--- src/rtl/sha256_msg_sched.sv ---
// Streaming SHA-256 message-schedule generator: loads 16 words, emits W[0..63].
// Optional feature: define SHA256_SCHED_BLKCNT_EN to add the completed-block counter output blk_cnt.
//
// state | meaning
// LOAD  | accepting M[0..15] into the window
// EMIT  | presenting W[t] = win[0]; each handshake shifts in W[t+16]
module sha256_msg_sched #(
  parameter int WORD_W = 32,
  parameter int ROUNDS = 64
) (
  input  logic              clk,
  input  logic              rst_n,
  input  logic              flush,
  input  logic              blk_valid,
  output logic              blk_ready,
  input  logic [WORD_W-1:0] blk_word,
  output logic              w_valid,
  input  logic              w_ready,
  output logic [WORD_W-1:0] w_word,
  output logic [5:0]        w_idx,
  output logic              w_last,
  output logic              busy
`ifdef SHA256_SCHED_BLKCNT_EN
  ,output logic [15:0]      blk_cnt
`endif
);

  typedef enum logic {ST_LOAD, ST_EMIT} state_t;

  localparam logic [5:0] LAST_IDX = 6'(ROUNDS - 1);

  state_t            state_q, state_d;
  logic [3:0]        load_cnt_q, load_cnt_d;
  logic [5:0]        idx_q, idx_d;
  logic [WORD_W-1:0] win_q [16];

  logic              in_hs, out_hs, shift_en;
  logic [WORD_W-1:0] shift_in, w_next;
  logic [WORD_W-1:0] op_a, op_b, op_c, op_d;
  logic [WORD_W-1:0] s1, c1, s2, c2;

  function automatic logic [WORD_W-1:0] rotr(input logic [WORD_W-1:0] x, input int n);
    return (x >> n) | (x << (WORD_W - n));
  endfunction

  function automatic logic [WORD_W-1:0] sig0(input logic [WORD_W-1:0] x);
    return rotr(x, 7) ^ rotr(x, 18) ^ (x >> 3);
  endfunction

  function automatic logic [WORD_W-1:0] sig1(input logic [WORD_W-1:0] x);
    return rotr(x, 17) ^ rotr(x, 19) ^ (x >> 10);
  endfunction

  assign blk_ready = (state_q == ST_LOAD);
  assign w_valid   = (state_q == ST_EMIT);
  assign w_word    = w_valid ? win_q[0] : '0;
  assign w_idx     = idx_q;
  assign w_last    = w_valid && (idx_q == LAST_IDX);
  assign busy      = (state_q == ST_EMIT) || (load_cnt_q != 4'd0);

  assign in_hs    = blk_valid && blk_ready;
  assign out_hs   = w_valid && w_ready;
  assign shift_en = !flush && (in_hs || out_hs);

  // Two carry-save levels reduce the four operands before one carry-propagate add.
  always_comb begin
    op_a   = sig1(win_q[14]);
    op_b   = win_q[9];
    op_c   = sig0(win_q[1]);
    op_d   = win_q[0];
    s1     = op_a ^ op_b ^ op_c;
    c1     = ((op_a & op_b) | (op_a & op_c) | (op_b & op_c)) << 1;
    s2     = s1 ^ c1 ^ op_d;
    c2     = ((s1 & c1) | (s1 & op_d) | (c1 & op_d)) << 1;
    w_next = s2 + c2;
  end

  assign shift_in = (state_q == ST_LOAD) ? blk_word : w_next;

  always_comb begin
    state_d    = state_q;
    load_cnt_d = load_cnt_q;
    idx_d      = idx_q;
    if (flush) begin
      state_d    = ST_LOAD;
      load_cnt_d = 4'd0;
      idx_d      = 6'd0;
    end else begin
      case (state_q)
        ST_LOAD: begin
          if (in_hs) begin
            if (load_cnt_q == 4'd15) begin
              state_d    = ST_EMIT;
              load_cnt_d = 4'd0;
              idx_d      = 6'd0;
            end else begin
              load_cnt_d = load_cnt_q + 4'd1;
            end
          end
        end
        ST_EMIT: begin
          if (out_hs) begin
            if (idx_q == LAST_IDX) begin
              state_d = ST_LOAD;
              idx_d   = 6'd0;
            end else begin
              idx_d = idx_q + 6'd1;
            end
          end
        end
        default: state_d = ST_LOAD;
      endcase
    end
  end

  always_ff @(posedge clk or negedge rst_n) begin
    if (!rst_n) begin
      state_q    <= ST_LOAD;
      load_cnt_q <= 4'd0;
      idx_q      <= 6'd0;
    end else begin
      state_q    <= state_d;
      load_cnt_q <= load_cnt_d;
      idx_q      <= idx_d;
    end
  end

  // Words shifted in past W[63] are never presented; the next load overwrites them.
  always_ff @(posedge clk or negedge rst_n) begin
    if (!rst_n) begin
      for (int i = 0; i < 16; i++) win_q[i] <= '0;
    end else if (shift_en) begin
      for (int i = 0; i < 15; i++) win_q[i] <= win_q[i+1];
      win_q[15] <= shift_in;
    end
  end

`ifdef SHA256_SCHED_BLKCNT_EN
  always_ff @(posedge clk or negedge rst_n) begin
    if (!rst_n) begin
      blk_cnt <= 16'd0;
    end else if (!flush && out_hs && (idx_q == LAST_IDX)) begin
      blk_cnt <= blk_cnt + 16'd1;
    end
  end
`endif

endmodule

--- config.mk ---
export PLATFORM = sky130hd
export DESIGN_NAME = sha256_msg_sched
export DESIGN_NICKNAME = d
export VERILOG_FILES = /design/src/rtl/sha256_msg_sched.sv
export SDC_FILE = /design/constraint.sdc
export NUM_CORES = 1
export LEC_CHECK = 0
export ABC_AREA = 1
export BUFFER_PORTS_ARGS = -buffer_cell sky130_fd_sc_hd__buf_2
export CAP_MARGIN = 20
export CORE_ASPECT_RATIO = 2
export CORE_UTILIZATION = 43
export DETAILED_ROUTE_END_ITERATION = 7
export GPL_TIMING_DRIVEN = 0
export SLEW_MARGIN = 15
export SYNTH_ARGS = -nofsm -noshare
export SYNTH_HDL_FRONTEND = slang
export SYNTH_SLANG_ARGS = --single-unit
--- constraint.sdc ---
create_clock -name clk -period 5 [get_ports clk]
set_input_delay 0.5 -clock clk [delete_from_list [all_inputs] [get_ports clk]]
set_output_delay 0.5 -clock clk [all_outputs]
set_load 0.1 [all_outputs]
==> out/qor.json, run 1 <==
{
  "p_int": {"value": 10.2, "unit": "mW"},
  "crit_chain": {"value": "clkbuf_1, xnor2_1, xor2_1, inv_1, fa_1, fa_1, ha_1, inv_1, fa_1, inv_1, nand3_1, nand3_1, nand2_1, nand3_1, nand2_1, nand3_1, nand3_1, nand2_1, o21ai_0"},
  "numCtsBuffers": {"value": 47},
  "die_y": {"value": 345, "unit": "um"},
  "vias_per_cell": {"value": 4.88},
  "synth-main-ff-cell": {"value": "sky130_fd_sc_hd__dfrtp_1"},
  "timing.critical_path.arrival": {"value": 5.09, "unit": "ns"},
  "global_router_s_overall_resource_usage": {"value": 0.273},
  "design.final.nets": {"value": 3343},
  "crit_path_max_incr_delay": {"value": 0.55, "unit": "ns"},
  "postRouteWirelength": {"value": 79900, "unit": "um"},
  "cp_max_fo": {"value": 6},
  "placement.io_buffers": {"value": 78},
  "final_min_period_over_clock_period": {"value": 0.927},
  "share_seq_of_total_power": {"value": 0.308},
  "initial_antenna_violation_count": {"value": 1},
  "hp_class": {"value": "in2reg"},
  "switching_share": {"value": 0.441},
  "dp_hpwl": {"value": 63800, "unit": "um"},
  "timing_worst_setup_path_type": {"value": "reg2reg"},
  "synthCells": {"value": 3077},
  "cts_setup_buffers": {"value": 0},
  "crit_slowest_cell": {"value": "sky130_fd_sc_hd__clkbuf_1"},
  "required": {"value": 5.45, "unit": "ns"},
  "fp.coreArea": {"value": 58000, "unit": "um2"},
  "power.density_cell_area": {"value": 640, "unit": "nW/um2"},
  "yosys_warning_count": {"value": 0},
  "holdWs": {"value": 0.164, "unit": "ns"},
  "timing.critical_path.from_type": {"value": "flip-flop"},
  "drive_above_1_share": {"value": 0.0785},
  "ant_nets": {"value": 0},
  "clockRootBuffer": {"value": "sky130_fd_sc_hd__clkbuf_16"},
  "worstMarginPinSlew": {"value": 1.01, "unit": "ns"},
  "cts_resized": {"value": 0},
  "async_reset_ff_frac": {"value": 1.00},
  "detail_route.iter0.violations": {"value": 1304},
  "power.switching": {"value": 8.03, "unit": "mW"},
  "post_dr_wirelength_cell": {"value": 19.9, "unit": "um"},
  "numClockSinks": {"value": 523},
  "globalRoute.totalOverflow": {"value": 0},
  "antenna-diode-count": {"value": 0},
  "combinationalPowerShare": {"value": 0.469},
  "cts-htree-levels": {"value": 2},
  "highest_clock_rate": {"value": 216, "unit": "MHz"},
  "clock_power_share": {"value": 0.223},
  "mapped_area": {"value": 25200, "unit": "um2"},
  "finalHoldViolCount": {"value": 0},
  "grt_setup_unrepaired": {"value": "no"},
  "cts-root-to-sink-buffers": {"value": 3},
  "yosysUniqueCellTypes": {"value": 33},
  "leakagePower": {"value": 15.4, "unit": "nW"},
  "pin_count_of_the_biggest_net_entering_global_routing": {"value": 106},
  "fp.dieArea": {"value": 59700, "unit": "um2"},
  "post-route-min-period": {"value": 4.64, "unit": "ns"},
  "synth_seq_area_share": {"value": 0.519},
  "wire_length_of_the_first_global_routing_pass": {"value": 119000, "unit": "um"},
  "syn-num-nets": {"value": 3210},
  "first_pass_iters": {"value": 6},
  "route.detailed.drc": {"value": 0},
  "clock_latency_of_the_later_clocked_register_in_the_worst_skew_pair": {"value": 0.61, "unit": "ns"},
  "dr_total_vias": {"value": 19573},
  "count_of_max_cap_constraint_violations": {"value": 0},
  "number_of_global_route_vias_before_repair": {"value": 20122},
  "io_pins": {"value": 79},
  "run_status": {"value": "complete, no violations"},
  "syn_to_final_growth": {"value": 12.8, "unit": "%"},
  "fin_total_pwr": {"value": 18.2, "unit": "mW"},
  "slew-limit-headroom": {"value": 0.326},
  "count_of_final_max_slew_check_failures": {"value": 0},
  "setup-violations-final": {"value": 0},
  "gpl.final_weighted_congestion": {"value": 0.997},
  "clkTransAtPathRegs": {"value": 0.07, "unit": "ns"},
  "cp-end-kind": {"value": "flip-flop"},
  "timing.clock.skew": {"value": 0.0178, "unit": "ns"},
  "vdd_drop_max": {"value": 0.000451, "unit": "V"},
  "yosys_register_bits": {"value": 523},
  "tritoncts": {"value": "built"},
  "rows": {"value": 125},
  "die-width": {"value": 173, "unit": "um"},
  "floorplan.initialDensity": {"value": 0.435},
  "worst_path_most_repeated_cell": {"value": "sky130_fd_sc_hd__nand3_1"},
  "nFillCells": {"value": 5671},
  "synth-edff-count": {"value": 0},
  "syn-mean-instance-area": {"value": 8.20, "unit": "um2"}
}
==> flip-flops by register name, indices dropped and copies added (netlist names) <==
| signal | count |
|---|---|
| w_valid | 1 |
| w_idx | 6 |
| op_d | 32 |
| op_b | 32 |
| load_cnt_q | 4 |
| win_q | 448 |
==> critical path, delay by kind of cell (launching register included) <==
kind | cells | cell delay [ns]
buf+inv | 4 | 0.86
xor+xnor | 2 | 0.39
compound gates | 1 | 0.12
simple gates | 8 | 1.07
flops | 1 | 0.34
fa+ha+maj | 4 | 1.72
==> cell usage after synthesis (3+ instances only) <==
library cell | count | area, um2
sky130_fd_sc_hd__nand2_1 | 1377 | 5170
sky130_fd_sc_hd__dfrtp_1 | 523 | 13100
sky130_fd_sc_hd__inv_1 | 341 | 1280
sky130_fd_sc_hd__o21ai_0 | 143 | 716
sky130_fd_sc_hd__nor2_1 | 95 | 357
sky130_fd_sc_hd__clkbuf_1 | 87 | 327
sky130_fd_sc_hd__buf_2 | 80 | 400
sky130_fd_sc_hd__o21ai_1 | 75 | 375
sky130_fd_sc_hd__xor2_1 | 71 | 622
sky130_fd_sc_hd__fa_1 | 62 | 1240
sky130_fd_sc_hd__xnor2_1 | 58 | 508
sky130_fd_sc_hd__nand3_1 | 48 | 240
sky130_fd_sc_hd__a21oi_1 | 38 | 190
sky130_fd_sc_hd__ha_1 | 34 | 425
sky130_fd_sc_hd__nor3_1 | 7 | 35.0
sky130_fd_sc_hd__buf_1 | 6 | 22.5
sky130_fd_sc_hd__o22ai_1 | 5 | 31.3
sky130_fd_sc_hd__nand4_1 | 4 | 25.0
sky130_fd_sc_hd__a22oi_1 | 3 | 22.5
sky130_fd_sc_hd__and2_1 | 3 | 18.8
==> repair_timing <==
item	in CTS	in global routing
endpoints found under the hold margin	95	0
endpoints found under the setup margin	0	0
hold buffers	1	0
==> path summary, 6_finish.rpt <==
path / start / to / slack (ns) / depth (start not counted)
setup / recovery: win_q[50] / win_q[21] / 0.36 / 19
hold / removal: blk_word[0] / win_q[0] / 0.16 / 3
max in group asynchronous: rst_n / win_q[26] / 2.80 / 5
setup reg to reg: win_q[50] / win_q[21] / 0.36 / 19
hold reg to reg: win_q[266] / win_q[266] / 0.47 / 2
min in group asynchronous: rst_n / win_q[299] / 0.55 / 2
==> power groups by stage <==
stage	clock network, mW	logic, mW	registers, mW
4_1_cts	4.12	8.51	5.61
5_1_grt	4.28	9.58	5.68
3_3_place_gp	0	8.40	5.66
6_report	4.05	8.55	5.61
2_1_floorplan	0	5.83	5.42
3_5_place_dp	0	8.40	5.68
==> per-stage QoR <==
| stage | TNS [ns] | cells | cell area, um2 | worst slack (ns) | utilization |
|---|---|---|---|---|---|
| floorplan | 0 | 3077 | 25200 | 1.04 | - |
| finish | 0 | 4011 | 28500 | 0.364 | 0.491 |
| global route | 0 | 4011 | 28500 | 0.227 | 0.491 |
| CTS | 0 | 4011 | 28500 | 0.407 | 0.491 |
| global placement | -3578.84 | 3917 | 26600 | -6.91 | 0.458 |
| detailed placement | 0 | 3922 | 26700 | 0.423 | 0.460 |
==> cell families after synthesis <==
kind of cell | share of synthesized area
XOR/XNOR | 0.0448
AO/OA/AOI/OAI | 0.0559
AND/OR/NAND/NOR | 0.233
buffers and inverters | 0.0812
adder cells (fa/ha/maj) | 0.0661
flip-flops | 0.519
==> placed cells by master (no fill, tap or decap), types with 5 or more instances in the layout <==
cell type / n
sky130_fd_sc_hd__nand3_1: 48
sky130_fd_sc_hd__o22ai_1: 5
sky130_fd_sc_hd__ha_1: 34
sky130_fd_sc_hd__nand2_1: 1377
sky130_fd_sc_hd__inv_1: 341
sky130_fd_sc_hd__bufinv_16: 9
sky130_fd_sc_hd__nor3_1: 7
sky130_fd_sc_hd__buf_2: 157
sky130_fd_sc_hd__clkbuf_8: 5
sky130_fd_sc_hd__dfrtp_1: 523
sky130_fd_sc_hd__nor2_1: 95
sky130_fd_sc_hd__buf_16: 5
sky130_fd_sc_hd__clkbuf_16: 48
sky130_fd_sc_hd__o21ai_0: 143
sky130_fd_sc_hd__buf_1: 6
sky130_fd_sc_hd__fa_1: 62
sky130_fd_sc_hd__o21ai_1: 75
sky130_fd_sc_hd__a21oi_1: 38
sky130_fd_sc_hd__clkbuf_1: 90
sky130_fd_sc_hd__clkinv_2: 12
sky130_fd_sc_hd__xnor2_1: 58
sky130_fd_sc_hd__xor2_1: 71
==> per-layer routing <==
layer / share of wire / GRT usage
met5: 0.00015 / 0
met4: 0.094 / 0.228
met3: 0.037 / 0.0325
met2: 0.52 / 0.501
met1: 0.35 / 0.277
==> area by class of cell <==
type | count | area [um2] | share of cell area
inverter | 343 | 1290 | 0.0453
tap | 762 | 953 | 0.0335
clock inverter | 32 | 455 | 0.0160
timing repair buffer | 84 | 548 | 0.0193
sequential | 523 | 13100 | 0.460
buffer | 174 | 757 | 0.0266
multi-input combinational | 2037 | 10100 | 0.354
clock buffer | 56 | 1280 | 0.0450
Power figures use the tool's default switching activity.
==> inputs of run 2 (changes only) <==
Settings changed: CTS_CLUSTER_DIAMETER set to 40.
Clock period 5 ns to 5.4 ns, I/O delays scaled along.
==> run 2 against run 1 <==
Effect of this change: die area is the same; utilization unchanged; first-iteration DRC count increased by 4.5%; cell count about the same; combinational power decreased by 7.8%; largest cell class unchanged; largest power group unchanged; highest routed layer unchanged.
==> out/qor.json, run 2 (synthesized netlist as in run 1, its figures left out) <==
{
  "run_status": {"value": "complete, no violations"},
  "cp_max_fo": {"value": 6, "change": "unchanged"},
  "cts-htree-levels": {"value": 2, "change": "unchanged"},
  "cts_resized": {"value": 0, "change": "unchanged"},
  "setup-violations-final": {"value": 0, "change": "unchanged"},
  "layout_common_cells": {"value": "sky130_fd_sc_hd__nand2_1 (1,377), sky130_fd_sc_hd__dfrtp_1 (523), sky130_fd_sc_hd__inv_1 (341)"},
  "area_of_all_sequential_standard_cells": {"value": 13100, "unit": "um2", "change": "unchanged"},
  "finalHoldViolCount": {"value": 0, "change": "unchanged"},
  "design.final.nets": {"value": 3344, "change": "+0.030%"},
  "required": {"value": 5.86, "unit": "ns", "change": "+0.41 ns"},
  "worstMarginPinSlew": {"value": 1.06, "unit": "ns", "change": "+0.0474 ns"},
  "hp_class": {"value": "in2reg"},
  "globalRoute.totalOverflow": {"value": 0, "change": "unchanged"},
  "multi_input_area": {"value": 10100, "unit": "um2", "change": "unchanged"},
  "cts_setup_buffers": {"value": 0, "change": "unchanged"},
  "io_pins": {"value": 79, "change": "unchanged"},
  "rrSetupSlack": {"value": 0.77, "unit": "ns", "change": "+0.40 ns"},
  "first_pass_iters": {"value": 5, "change": "-1"},
  "fp.coreArea": {"value": 58000, "unit": "um2", "change": "unchanged"},
  "cp-end-kind": {"value": "flip-flop"},
  "power.density_cell_area": {"value": 591, "unit": "nW/um2", "change": "-7.7%"},
  "drive_above_1_share": {"value": 0.0775, "change": "-0.000947"},
  "rows": {"value": 125, "change": "unchanged"},
  "leakagePower": {"value": 15.4, "unit": "nW", "change": "about the same"},
  "wire_length_of_the_first_global_routing_pass": {"value": 119000, "unit": "um", "change": "-0.44%"},
  "dp_hpwl": {"value": 63800, "unit": "um", "change": "unchanged"},
  "die_y": {"value": 345, "unit": "um", "change": "unchanged"},
  "fp.dieArea": {"value": 59700, "unit": "um2", "change": "unchanged"},
  "postRouteWirelength": {"value": 79600, "unit": "um", "change": "-0.33%"},
  "cp-startpoint": {"value": "win_q[50]"},
  "route.detailed.drc": {"value": 0, "change": "unchanged"},
  "detail_route.iter0.violations": {"value": 1363, "change": "+4.5%"},
  "numClockSinks": {"value": 523, "change": "unchanged"},
  "die-width": {"value": 173, "unit": "um", "change": "unchanged"},
  "tritoncts": {"value": "built"},
  "floorplan.initialDensity": {"value": 0.435, "change": "unchanged"},
  "clkTransAtPathRegs": {"value": 0.07, "unit": "ns", "change": "about the same"},
  "largest-register": {"value": "win_q"},
  "count_of_max_cap_constraint_violations": {"value": 0, "change": "unchanged"},
  "vias_per_cell": {"value": 4.87, "change": "-0.14%"},
  "syn_to_final_growth": {"value": 12.8, "unit": "%", "change": "unchanged"},
  "post-route-min-period": {"value": 4.63, "unit": "ns", "change": "-0.00110 ns"},
  "timing.critical_path.arrival": {"value": 5.09, "unit": "ns", "change": "about the same"},
  "fin_cells": {"value": 4012, "change": "+0.025%"},
  "count_of_final_max_slew_check_failures": {"value": 0, "change": "unchanged"},
  "timing_worst_setup_path_type": {"value": "reg2reg"},
  "fin_total_pwr": {"value": 16.8, "unit": "mW", "change": "-7.7%"},
  "most_common_cell_after_layout_fill_and_taps_aside": {"value": "sky130_fd_sc_hd__nand2_1"},
  "crit-reg2reg-capture": {"value": "win_q[21]"},
  "placed_cells_incl_taps": {"value": 3922, "change": "unchanged"},
  "pin_count_of_the_biggest_net_entering_global_routing": {"value": 106, "change": "unchanged"},
  "cts-root-to-sink-buffers": {"value": 3, "change": "unchanged"},
  "timing.critical_path.from_type": {"value": "flip-flop"},
  "rr_startpoint": {"value": "win_q[50]"},
  "placement.io_buffers": {"value": 78, "change": "unchanged"},
  "ant_nets": {"value": 0, "change": "unchanged"},
  "initial_antenna_violation_count": {"value": 1, "change": "unchanged"},
  "timing.clock.skew": {"value": 0.0225, "unit": "ns", "change": "+0.00474 ns"},
  "largest_register_ffs": {"value": 448, "change": "unchanged"},
  "highest_clock_rate": {"value": 216, "unit": "MHz", "change": "about the same"},
  "gpl.final_weighted_congestion": {"value": 0.997, "change": "unchanged"},
  "critical_path.endpoint": {"value": "win_q[21]"},
  "holdWs": {"value": 0.190, "unit": "ns", "change": "+0.0261 ns"},
  "final_util": {"value": 0.491, "change": "unchanged"},
  "post_dr_wirelength_cell": {"value": 19.8, "unit": "um", "change": "-0.35%"},
  "ff2ff_path_depth": {"value": 19, "change": "unchanged"},
  "clockRootBuffer": {"value": "sky130_fd_sc_hd__clkbuf_16"},
  "grt_setup_unrepaired": {"value": "no"},
  "global_router_s_overall_resource_usage": {"value": 0.272, "change": "-0.00138"},
  "final_min_period_over_clock_period": {"value": 0.858, "change": "-0.0689"},
  "antenna-diode-count": {"value": 0, "change": "unchanged"},
  "slew-limit-headroom": {"value": 0.295, "change": "-0.0316"},
  "number_of_global_route_vias_before_repair": {"value": 20042, "change": "-0.40%"},
  "dr_total_vias": {"value": 19550, "change": "-0.12%"},
  "nFillCells": {"value": 5683, "change": "+0.21%"},
  "vdd_drop_max": {"value": 0.000334, "unit": "V", "change": "-26%"},
  "numCtsBuffers": {"value": 48, "change": "+2.1%"},
  "clock_latency_of_the_later_clocked_register_in_the_worst_skew_pair": {"value": 0.61, "unit": "ns", "change": "about the same"}
}
==> run 2: final cells by class <==
class | instances | share of cell area
repair buffers | 84 | 0.0193
clock buffers | 62 | 0.0469
inverters | 343 | 0.0453
clock inverters | 27 | 0.0141
plain buffers | 174 | 0.0266
multi-input cells | 2037 | 0.354
well taps | 762 | 0.0335
flip-flops and latches | 523 | 0.460
==> run 2: how the worst min path moves through the flow <==
stage	startpoint	end	slack, ns	depth (start not counted)
after floorplan	rst_n	load_cnt_q[0]	0.24	0
after global placement	win_q[333]	win_q[333]	0.45	2
after detailed placement	win_q[266]	win_q[266]	0.46	2
after CTS	blk_word[0]	win_q[0]	0.17	3
after global routing	blk_word[0]	win_q[0]	0.21	3
final	blk_word[0]	win_q[0]	0.19	3
==> run 2: worst max-delay path, stage by stage, from the launching register on <==
cell,delay (ns)
sky130_fd_sc_hd__dfrtp_1,0.34
sky130_fd_sc_hd__clkbuf_1,0.54
sky130_fd_sc_hd__xnor2_1,0.21
sky130_fd_sc_hd__xor2_1,0.18
sky130_fd_sc_hd__inv_1,0.08
sky130_fd_sc_hd__fa_1,0.52
sky130_fd_sc_hd__fa_1,0.55
sky130_fd_sc_hd__ha_1,0.28
sky130_fd_sc_hd__inv_1,0.08
sky130_fd_sc_hd__fa_1,0.36
sky130_fd_sc_hd__inv_1,0.15
sky130_fd_sc_hd__nand3_1,0.09
sky130_fd_sc_hd__nand3_1,0.16
sky130_fd_sc_hd__nand2_1,0.08
sky130_fd_sc_hd__nand3_1,0.20
sky130_fd_sc_hd__nand2_1,0.11
sky130_fd_sc_hd__nand3_1,0.09
sky130_fd_sc_hd__nand3_1,0.09
sky130_fd_sc_hd__nand2_1,0.24
sky130_fd_sc_hd__o21ai_0,0.13
==> run 2: metrics by stage <==
stage	cell area [um2]	worst slack (ns)	TNS, ns
floorplan	25200	1.40	0
global placement	26600	-6.55	-3390.56
detailed placement	26700	0.823	0
CTS	28500	0.807	0
global route	28500	0.653	0
finish	28500	0.765	0
==> run 2: repair_timing <==
| action | CTS | global route |
|---|---|---|
| setup endpoints to repair | 0 | 0 |
| hold buffers | 1 | 0 |
| endpoints found under the hold margin | 3 | 0 |
==> run 2: power breakdown <==
group / internal (mW) / switching, mW / total, mW
sequential: 4.67 / 0.531 / 5.20
clock: 2.15 / 1.58 / 3.73
combinational: 2.60 / 5.28 / 7.88
total: 9.42 / 7.39 / 16.8
==> run 2: layer usage <==
metal / share of wire / GRT usage / vias to the layer above / routed length [um]
met5: 0.00016 / 0 / - / 13
met4: 0.093 / 0.221 / 2 / 7400
met3: 0.034 / 0.0309 / 225 / 2680
met2: 0.52 / 0.504 / 490 / 41800
met1: 0.35 / 0.274 / 9329 / 27800
li1: - / - / 9504 / -
==> inputs of run 3 (changes only) <==
Settings changed: RECOVER_POWER set to 25.
==> run 3 against run 2 <==
Effect of this change: the run now ends with max-capacitance violations, max-slew violations left; die area unchanged; clock skew rose by 0.0015 ns; global-route usage did not move; largest cell class unchanged; sequential share of layout area barely moved; worst setup slack better by 0.019 ns; cell area barely moved; worst hold slack improved by 0.0020 ns; count of clock-buffer cells in the layout is the same; fmax increased by 0.42%.
==> out/qor.json, run 3 (synthesized netlist as in run 1, its figures left out) <==
{
  "clock_power_share": {"value": 0.222, "change": "about the same"},
  "vias_per_cell": {"value": 4.87, "change": "about the same"},
  "ant_nets": {"value": 0, "change": "unchanged"},
  "worstMarginPinSlew": {"value": 2.42, "unit": "ns", "change": "+1.36 ns"},
  "rows": {"value": 125, "change": "unchanged"},
  "finalHoldViolCount": {"value": 0, "change": "unchanged"},
  "number_of_global_route_vias_before_repair": {"value": 20042, "change": "unchanged"},
  "hold_buffers": {"value": 1, "change": "unchanged"},
  "slew-limit-headroom": {"value": -0.615, "change": "-0.909"},
  "cp_max_fo": {"value": 6, "change": "unchanged"},
  "cts-root-to-sink-buffers": {"value": 3, "change": "unchanged"},
  "most_common_cell_after_layout_fill_and_taps_aside": {"value": "sky130_fd_sc_hd__nand2_1"},
  "worst_path_most_repeated_cell": {"value": "sky130_fd_sc_hd__nand3_1"},
  "p_int": {"value": 9.42, "unit": "mW", "change": "about the same"},
  "io_pins": {"value": 79, "change": "unchanged"},
  "required": {"value": 5.86, "unit": "ns", "change": "about the same"},
  "wire_length_of_the_first_global_routing_pass": {"value": 119000, "unit": "um", "change": "unchanged"},
  "clock_latency_of_the_later_clocked_register_in_the_worst_skew_pair": {"value": 0.61, "unit": "ns", "change": "about the same"},
  "detail_route.iter0.violations": {"value": 1310, "change": "-3.9%"},
  "timing.critical_path.from_type": {"value": "flip-flop"},
  "syn_to_final_growth": {"value": 12.7, "unit": "%", "change": "about the same"},
  "dp_hpwl": {"value": 63800, "unit": "um", "change": "unchanged"},
  "design.final.nets": {"value": 3344, "change": "unchanged"},
  "clockRootBuffer": {"value": "sky130_fd_sc_hd__clkbuf_16"},
  "setup-violations-final": {"value": 0, "change": "unchanged"},
  "count_of_final_max_slew_check_failures": {"value": 96, "change": "+96"},
  "crit_slowest_cell": {"value": "sky130_fd_sc_hd__fa_1"},
  "layout_common_cells": {"value": "sky130_fd_sc_hd__nand2_1 (1,378), sky130_fd_sc_hd__dfrtp_1 (523), sky130_fd_sc_hd__inv_1 (341)"},
  "largest-register": {"value": "win_q"},
  "clkTransAtPathRegs": {"value": 0.07, "unit": "ns", "change": "about the same"},
  "pin_count_of_the_biggest_net_entering_global_routing": {"value": 106, "change": "unchanged"},
  "share_seq_of_total_power": {"value": 0.309, "change": "about the same"},
  "switching_share": {"value": 0.440, "change": "about the same"},
  "fp.coreArea": {"value": 58000, "unit": "um2", "change": "unchanged"},
  "postRouteWirelength": {"value": 79500, "unit": "um", "change": "-0.13%"},
  "combinationalPowerShare": {"value": 0.469, "change": "about the same"},
  "violations": {"value": "max-capacitance violations, max-slew violations"},
  "area_of_all_sequential_standard_cells": {"value": 13100, "unit": "um2", "change": "unchanged"},
  "cp-end-kind": {"value": "flip-flop"},
  "dr_total_vias": {"value": 19555, "change": "+0.026%"},
  "cts_resized": {"value": 0, "change": "unchanged"},
  "power.density_cell_area": {"value": 591, "unit": "nW/um2", "change": "about the same"},
  "timing_worst_setup_path_type": {"value": "reg2reg"},
  "leakagePower": {"value": 15.4, "unit": "nW", "change": "about the same"},
  "dpl_cell_area": {"value": 26700, "unit": "um2", "change": "unchanged"},
  "largest_register_ffs": {"value": 448, "change": "unchanged"},
  "grt_setup_unrepaired": {"value": "no"},
  "floorplan.initialDensity": {"value": 0.435, "change": "unchanged"},
  "post-route-min-period": {"value": 4.62, "unit": "ns", "change": "-0.0193 ns"},
  "crit_path_max_incr_delay": {"value": 0.55, "unit": "ns", "change": "about the same"},
  "fin_total_pwr": {"value": 16.8, "unit": "mW", "change": "about the same"},
  "nFillCells": {"value": 5684, "change": "+0.018%"},
  "cts_setup_buffers": {"value": 0, "change": "unchanged"},
  "initial_antenna_violation_count": {"value": 1, "change": "unchanged"},
  "post_dr_wirelength_cell": {"value": 19.8, "unit": "um", "change": "-0.13%"},
  "numClockSinks": {"value": 523, "change": "unchanged"},
  "hp_class": {"value": "in2reg"},
  "route.detailed.drc": {"value": 0, "change": "unchanged"},
  "vdd_drop_max": {"value": 0.000332, "unit": "V", "change": "-0.53%"},
  "die-width": {"value": 173, "unit": "um", "change": "unchanged"},
  "timing.clock.skew": {"value": 0.0241, "unit": "ns", "change": "+0.00152 ns"},
  "final_min_period_over_clock_period": {"value": 0.855, "change": "-0.00357"},
  "tritoncts": {"value": "built"},
  "highest_clock_rate": {"value": 217, "unit": "MHz", "change": "+0.42%"},
  "count_of_max_cap_constraint_violations": {"value": 1, "change": "+1"},
  "placement.io_buffers": {"value": 78, "change": "unchanged"},
  "gpl.final_weighted_congestion": {"value": 0.997, "change": "unchanged"},
  "drive_above_1_share": {"value": 0.0769, "change": "-0.000615"},
  "die_y": {"value": 345, "unit": "um", "change": "unchanged"},
  "timing.critical_path.arrival": {"value": 5.07, "unit": "ns", "change": "-0.02 ns"},
  "antenna-diode-count": {"value": 0, "change": "unchanged"},
  "cts-htree-levels": {"value": 2, "change": "unchanged"},
  "run_status": {"value": "finished, violations left"},
  "global_router_s_overall_resource_usage": {"value": 0.272, "change": "unchanged"},
  "first_pass_iters": {"value": 6, "change": "+1"},
  "fp.dieArea": {"value": 59700, "unit": "um2", "change": "unchanged"},
  "fin_area": {"value": 28400, "unit": "um2", "change": "about the same"},
  "rrSetupSlack": {"value": 0.78, "unit": "ns", "change": "+0.02 ns"},
  "globalRoute.totalOverflow": {"value": 0, "change": "unchanged"},
  "numCtsBuffers": {"value": 48, "change": "unchanged"},
  "multi_input_area": {"value": 10100, "unit": "um2", "change": "about the same"},
  "power.switching": {"value": 7.39, "unit": "mW", "change": "about the same"},
  "crit_chain": {"value": "clkbuf_1, xnor2_1, xor2_1, inv_1, fa_1, fa_1, ha_1, inv_1, fa_1, inv_1, nand3_1, nand3_1, nand2_1, nand3_1, nand2_1, nand3_1, nand3_1, nand2_1, o21ai_0"}
}
## run 3: cell types whose count changed in the layout (fill, tap and decap cells not counted)
cell / delta
sky130_fd_sc_hd__clkbuf_2: +1
sky130_fd_sc_hd__nand2_1: +1
sky130_fd_sc_hd__clkbuf_1: +1
sky130_fd_sc_hd__nand2_4: -1
sky130_fd_sc_hd__clkinvlp_2: +1
sky130_fd_sc_hd__buf_4: -1
sky130_fd_sc_hd__inv_4: -1
sky130_fd_sc_hd__buf_8: -1
## run 3: power by group through the flow
stage | registers (mW) | clock network [mW] | logic, mW
after floorplan | 5.02 | 0 | 5.40
after global placement | 5.24 | 0 | 7.78
after detailed placement | 5.26 | 0 | 7.78
after CTS | 5.19 | 3.79 | 7.88
after global routing | 5.26 | 3.93 | 8.86
final | 5.20 | 3.73 | 7.88
## run 3: critical path, delay by kind of cell (launching register included)
kind / cells / cell delay (ns)
adder cells (fa/ha/maj): 4 / 1.72
XOR/XNOR: 2 / 0.39
flip-flops: 1 / 0.33
AO/OA/AOI/OAI: 1 / 0.13
AND/OR/NAND/NOR: 8 / 1.06
buffers and inverters: 4 / 0.86
## run 3: cell type report
| cell class | instances | share of cell area |
|---|---|---|
| multi-input combinational | 2037 | 0.355 |
| buffer | 174 | 0.0265 |
| clock buffer | 62 | 0.0469 |
| timing repair buffer | 84 | 0.0189 |
| inverter | 343 | 0.0453 |
| clock inverter | 27 | 0.0141 |
| tap | 762 | 0.0335 |
| sequential | 523 | 0.460 |
## run 3: per-stage QoR
stage / cells / hold WS (ns) / utilization / setup TNS, ns / setup slack (ns)
2_1_floorplan: 3077 / 0.244 / - / 0 / 1.40
3_3_place_gp: 3917 / 0.454 / 0.458 / -3390.56 / -6.55
3_5_place_dp: 3922 / 0.458 / 0.460 / 0 / 0.823
4_1_cts: 4012 / 0.170 / 0.491 / 0 / 0.807
5_1_grt: 4012 / 0.211 / 0.490 / 0 / 0.653
6_report: 4012 / 0.192 / 0.490 / 0 / 0.785
## run 3: worst paths after layout
| check | from | endpoint | depth (start not counted) |
|---|---|---|---|
| min in group asynchronous | rst_n | win_q[299] | 2 |
| worst min-delay path | blk_word[0] | win_q[0] | 3 |
| worst min register to register | win_q[266] | win_q[266] | 2 |
| worst max register to register | win_q[50] | win_q[21] | 19 |
| max in group asynchronous | rst_n | win_q[27] | 5 |
| worst max-delay path | win_q[50] | win_q[21] | 19 |
## run 3: layer usage
layer,track usage,part of all wire,up-vias
met5,0,0.00016,-
met4,0.221,0.091,2
met3,0.0309,0.035,221
met2,0.504,0.53,487
met1,0.274,0.35,9342
li1,-,-,9503
